$ cat src/rtl/skid_fifo_pipe.sv
// Valid/ready elastic buffer: DEPTH-entry first-word-fall-through FIFO with a
// selectable registered or combinational ready path, synchronous flush and occupancy count.
module skid_fifo_pipe #(
  parameter int unsigned L      = 8,
  parameter int unsigned DEPTH  = 4,
  parameter int unsigned OPTREG = 1,
  localparam int unsigned AW    = $clog2(DEPTH),
  localparam int unsigned CW    = $clog2(DEPTH + 1)
) (
  input  logic          clk,
  input  logic          rst,
  input  logic          flush,
  output logic          ready_f,
  input  logic          valid_f,
  input  logic [L-1:0]  data_f,
  input  logic          ready_b,
  output logic          valid_b,
  output logic [L-1:0]  data_b,
  output logic [CW-1:0] count
);

  logic [L-1:0]  mem_q [DEPTH];
  logic [L-1:0]  mem_d [DEPTH];
  logic [AW-1:0] wp_q, wp_d;
  logic [AW-1:0] rp_q, rp_d;
  logic [CW-1:0] count_q, count_d;
  logic          valid_q, valid_d;
  logic          full_q, full_d;
  logic          push, pop;

  // With OPTREG=0 a full buffer still accepts when the head leaves on the same edge.
  assign ready_f = (OPTREG != 0) ? ~full_q : (~full_q | ready_b);

  assign push    = valid_f & ready_f;
  assign pop     = valid_q & ready_b;
  assign valid_b = valid_q;
  assign data_b  = mem_q[rp_q];
  assign count   = count_q;

  always_comb begin
    mem_d   = mem_q;
    wp_d    = wp_q;
    rp_d    = rp_q;
    count_d = count_q;
    if (flush) begin
      wp_d    = '0;
      rp_d    = '0;
      count_d = '0;
    end else begin
      if (push) begin
        mem_d[wp_q] = data_f;
        wp_d        = wp_q + AW'(1);
      end
      if (pop) begin
        rp_d = rp_q + AW'(1);
      end
      unique case ({push, pop})
        2'b10:   count_d = count_q + CW'(1);
        2'b01:   count_d = count_q - CW'(1);
        default: count_d = count_q;
      endcase
    end
    valid_d = (count_d != '0);
    full_d  = (count_d == CW'(DEPTH));
  end

  always_ff @(posedge clk or negedge rst) begin
    if (!rst) begin
      for (int i = 0; i < DEPTH; i++) begin
        mem_q[i] <= '0;
      end
      wp_q    <= '0;
      rp_q    <= '0;
      count_q <= '0;
      valid_q <= 1'b0;
      full_q  <= 1'b0;
    end else begin
      for (int i = 0; i < DEPTH; i++) begin
        mem_q[i] <= mem_d[i];
      end
      wp_q    <= wp_d;
      rp_q    <= rp_d;
      count_q <= count_d;
      valid_q <= valid_d;
      full_q  <= full_d;
    end
  end

endmodule

$ cat config.mk
export PLATFORM = sky130hd
export DESIGN_NAME = skid_fifo_pipe
export DESIGN_NICKNAME = d
export VERILOG_FILES = /design/src/rtl/skid_fifo_pipe.sv
export SDC_FILE = /design/constraint.sdc
export NUM_CORES = 1
export LEC_CHECK = 0
export BUFFER_PORTS_ARGS = -buffer_cell sky130_fd_sc_hd__buf_4
export CORE_ASPECT_RATIO = 2
export CORE_MARGIN = 1.5
export CORE_UTILIZATION = 28
export CTS_CLUSTER_DIAMETER = 30
export CTS_CLUSTER_SIZE = 14
export DETAILED_ROUTE_END_ITERATION = 8
export GPL_ROUTABILITY_DRIVEN = 0
export MAX_ROUTING_LAYER = met4
export SYNTH_ARGS = -nofsm -noshare
export SYNTH_HDL_FRONTEND = slang
export SYNTH_SLANG_ARGS = --single-unit
$ cat constraint.sdc
create_clock -name clk -period 1.9 [get_ports clk]
set_input_delay 0.38 -clock clk [delete_from_list [all_inputs] [get_ports clk]]
set_output_delay 0.38 -clock clk [all_outputs]
set_load 0.1 [all_outputs]
## After elaboration in Yosys (flattened, before gate mapping)

Index checks and enable logic that the tools add are counted.

- Flip-flop bits (word level): 41
- Logic and storage cells: 42
- Bits of input ports: 13

- Equal/unequal tests: 3
- $add $sub $neg: 4
- Reduce and logical (&&, ||, !) cells: 5
- Magnitude comparators: 3
- Multiplexer cells: 12
- Bitwise gates (word level): 6

Operator list:

| cell | count |
|---|---|
| $bwmux 32 | 1 |
| $mux 8 | 3 |
| $bmux 8 s2 | 1 |
| $demux 8 s2 | 1 |
| $mux 2 | 4 |
| $ge 3x3->1 const B | 2 |
| $not 2->3 | 2 |
| $pmux 3 s2 | 1 |
| $add 2x1->2 const B | 2 |
| $reduce_bool 2->1 | 2 |
| $add 3x1->3 const B | 1 |
| $eq 3x3->1 const B | 1 |
| $lt 3x1->1 const B | 1 |
| $mux 3 | 1 |
| $reduce_bool 3->1 | 1 |
| $sub 3x1->3 const B | 1 |
| $and 1x1->1 | 2 |
| $eq 2x1->1 const B | 1 |
| $eq 2x2->1 const B | 1 |
| $not 1->1 | 2 |
| $reduce_and 2->1 | 1 |
| $logic_and 1x1->1 | 1 |

## Depth between registers and ports, before layout

- Depth after elaboration: 6
- Depth in mapped cells: 6
- Mapped depth without buffers: 6

## Least setup slack after synthesis

Ideal clock, no wire load.

- Path kind: register to register
- From: reg valid_q (netlist: valid_b)
- To: reg valid_q (netlist: valid_b)
- Clock period less this slack: 2454 ps
- Slack: -554 ps
- Library setup time: 116 ps
- Data arrival time: 2338 ps
- Stages on the path, launching flop included: 7
- Path buffers: 0
- Path through: dfrtp_1 -> and2_1 -> ha_1 -> fa_1 -> xnor2_1 -> or4_4 -> o311ai_0

- Longest elaborated chain between the ends: 5

RTL lines:

| element | line | RTL |
|---|---|---|
| start, declared | 27 | `logic valid_q, valid_d;` |
| start signal, assigned | 84 | `valid_q <= valid_d;` |
| $and 1x1->1 (*) | 35 | `assign pop = valid_q & ready_b;` |
| $eq 2x1->1 or $eq 2x2->1 (tied branches) | 57 | `unique case ({push, pop})` |
| $pmux 3 s2 (*) | 57 |  |
| $mux 3 (*) | 45 | `if (flush) begin` |
| $reduce_bool 3->1 (*) | 63 | `valid_d = (count_d != '0);` |
| named net valid_d | 27 |  |

Mark *: on every way through the listed nets, which the timed path passes. The rest lies on a longest branch.
A chain may end at the register's enable or synchronous reset.

## Final worst setup path

- From: reg valid_q (netlist: valid_b)
- To: reg full_q

- Longest elaborated chain between the ends: 5

RTL lines:

| element | line | RTL |
|---|---|---|
| $and 1x1->1 (*) | 35 |  |
| $eq 2x1->1 or $eq 2x2->1 (tied branches) | 57 |  |
| $pmux 3 s2 (*) | 57 |  |
| $mux 3 (*) | 45 |  |
| $eq 3x3->1 (*) | 64 | `full_d = (count_d == CW'(DEPTH));` |
| named net full_d | 28 | `logic full_q, full_d;` |
| end signal, assigned | 85 | `full_q <= full_d;` |
| end, declared | 28 |  |

Marked as above.

==> impl_results.md <==
* Outcome: finished with violations
* Failing checks: setup timing
* PortBufs at 25
* Critical path depth at 6
* Final Cell Area at 2579 µm²
* Vias in the first global route at 1271
* Worst r2r src: valid_b$_DFF_PN0_
* Place WS at -0.04366 ns
* Syn-to-layout area delta at 34.44%
* Most common cell after layout, fill and taps aside: dfrtp_1
* Std cell rows at 42
* Synthesis Warnings at 0
* Crit path from: valid_b$_DFF_PN0_
* Syn_nets at 146
* Pwr Density at 1842 nW/µm²
* Hold-fix buffers, CTS at 0
* Final Util at 0.3895
* Period minus WS final at 1.926 ns
* Die ar. at 7386 µm²
* Max Freq at 519.2 MHz
* Drt drc at 0
* Unrepaired setup endpoints after global routing: true
* Max-cap check violation count at 0
* Count of cell types in the netlist at 26
* Worst Hold Class: primary input to async pin
* Root buffer cell: clkbuf_16
* Num CTS Buffers at 5
* First-pass GRT wire length at 6251 µm
* Cells along the critical path: and2_4, ha_4, fa_2, xnor2_2, or4_4, a21oi_2
* Worst reg-to-reg setup slack at -0.03 ns
* Syn Area/Cell at 15.10 µm²
* Maximum vdd drop at 1291 µV
* Clk slew on worst S/H paths at 0.06 ns
* Final WL at 3726 µm
* Final Max Slew Viols at 0
* Sequential area share after synthesis at 0.5349
* Iter 0 DRT Violations at 10
* CTS tree: yes
* CTS max path bufs at 2
* CP endpoint kind: register
* Buf/Inv on CP at 0
* Fin cells at 257
* Die Wd at 61.53 µm
* GRT Total Usage at 0.1188
* Largest net degree at the start of global routing at 42
* Post-DP Area at 2325 µm²
* DR vias at 1143
* LEAKAGE at 1.143 nW
* Max incr delay on CP at 0.48 ns
* Overall Power at 4.750 mW
* Antenna violations before repair at 0
* Layout Skew at 0.004208 ns
* Chip Height at 120.1 µm
* Worst Setup EP: full_q$_DFF_PN0_
* CP delay by family, top: simple AND/OR/NAND/NOR gates
* CP required at 2.10 ns
* CP Max Fanout at 3
* Total number of H-tree levels at 2
* ANT cells at 0
* R2r endpoint: full_q$_DFF_PN0_
* DP Wirelength at 2815 µm
* Syn Inst Count at 127
* Synth Cell Area at 1918 µm²
* DRT antenna net count at 0
* Critical Path Start Type: register
* Hold Fails Final Rpt at 0
* Initial core utilization at 0.2897
* Worst-margin pin slew at 0.5267 ns
* Post-synthesis register bit count at 41
* Drt pass-1 iters at 2
* Worst reg-to-reg path cell count at 6
* Fraction of layout cells with a size suffix above 1 at 0.5917
* GRT overflow at 0
* Worst setup path category: register to register
* WL/cell at 14.50 µm
* PnR worst setup slack at -0.02620 ns
* Area of the core at 6621 µm²
* Later-pin clock latency in the skew report at 0.27 ns
* Period utilisation layout at 1.014
* Vias per cell at 4.447
* Sink Count at 41
* Top Ports at 26
* Commonest cells after routing, fill and taps aside: 38 x dfrtp_1, 32 x mux2_2, 28 x buf_4, 8 x mux4_2, 7 x buf_6
* Max-slew headroom at 0.6489
* Setup violators final at 3
* Arrival time at the worst endpoint at 2.13 ns
* Cell count after placement at 246
* Slowest CP cell: dfrtp_4
* Layout Nets at 187
cell families after synthesis:
logic type,count (synthesis),synth area share
mux,42,0.2922
flops,41,0.5349
simple gates,20,0.06327
buf+inv,10,0.03196
fa+ha+maj,6,0.04305
xor+xnor,5,0.02284
compound gates,3,0.01174
layout make-up:
class / instances / area [µm²]
Fill cell: 675 / 4043
Sequential cell: 41 / 1032
Multi-Input combinational cell: 76 / 858.3
Timing Repair Buffer: 41 / 394.1
Clock buffer: 7 / 142.6
Tap cell: 88 / 110.1
Clock inverter: 1 / 30.03
Inverter: 3 / 11.26
Yosys cell counts, drive strengths merged:
cell	n	area share
a21oi	1	0.0046
nand3	1	0.0026
xor2	2	0.0091
and2b	1	0.0046
or4	1	0.0059
inv	3	0.0059
nor3	1	0.0026
mux2i	2	0.010
mux2	32	0.19
clkbuf	1	0.0020
nor2	6	0.012
fa	1	0.010
dfrtp	41	0.53
nand2b	1	0.0033
ha	5	0.033
nand2	1	0.0020
nor3b	3	0.014
and2	5	0.016
mux4	8	0.094
o21ai	1	0.0026
xnor2	3	0.014
buf	6	0.024
o311ai	1	0.0046
worst min-delay path by stage:
stage                                       end  startpoint  cells past startpoint  slack (ns)
final                     mem_q[18]$_DFFE_PN0P_         rst                      1        0.07
after global routing      mem_q[10]$_DFFE_PN0P_         rst                      1        0.13
after CTS                  mem_q[2]$_DFFE_PN0P_         rst                      1        0.10
after detailed placement   mem_q[2]$_DFFE_PN0P_         rst                      1        0.40
after global placement     mem_q[2]$_DFFE_PN0P_         rst                      1        0.39
after floorplan              count[0]$_DFF_PN0_         rst                      0        0.08
what timing repair did:
action | CTS | global route
resized for setup | 10 | 5
endpoints found under the setup margin | 10 | 11
setup buffers | 0 | 3
sequential cells by signal (all words and copies together) (netlist names):
register and count:
full_q 1, valid_b 1, mem_q 32, rp_q 2
count 3, wp_q 2
power breakdown:
group / switching, mW / internal (mW) / total, mW / leakage [nW]
clock: 0.317 / 0.656 / 0.973 / 0.0841
sequential: 0.191 / 1.22 / 1.41 / 0.516
combinational: 1.47 / 0.890 / 2.36 / 0.543
stage by stage:
stage          hold WS (ns)  TNS (ns)
6_report            0.07263  -0.05114
5_1_grt              0.1313   -0.5363
4_1_cts              0.1019   -0.1202
3_5_place_dp         0.3994  -0.08190
3_3_place_gp         0.3933  -0.01581
2_1_floorplan       0.08441   -0.3747
per-layer routing:
metal,share of wire,wire [µm],vias to the layer above,GRT usage
met4,0.013,47,0,0.04388
met3,0.021,80,4,0.02047
li1,-,-,527,-
met5,0,0,-,-
met1,0.37,1372,595,0.1329
met2,0.60,2226,17,0.2026
Power figures use the tool's default switching activity.
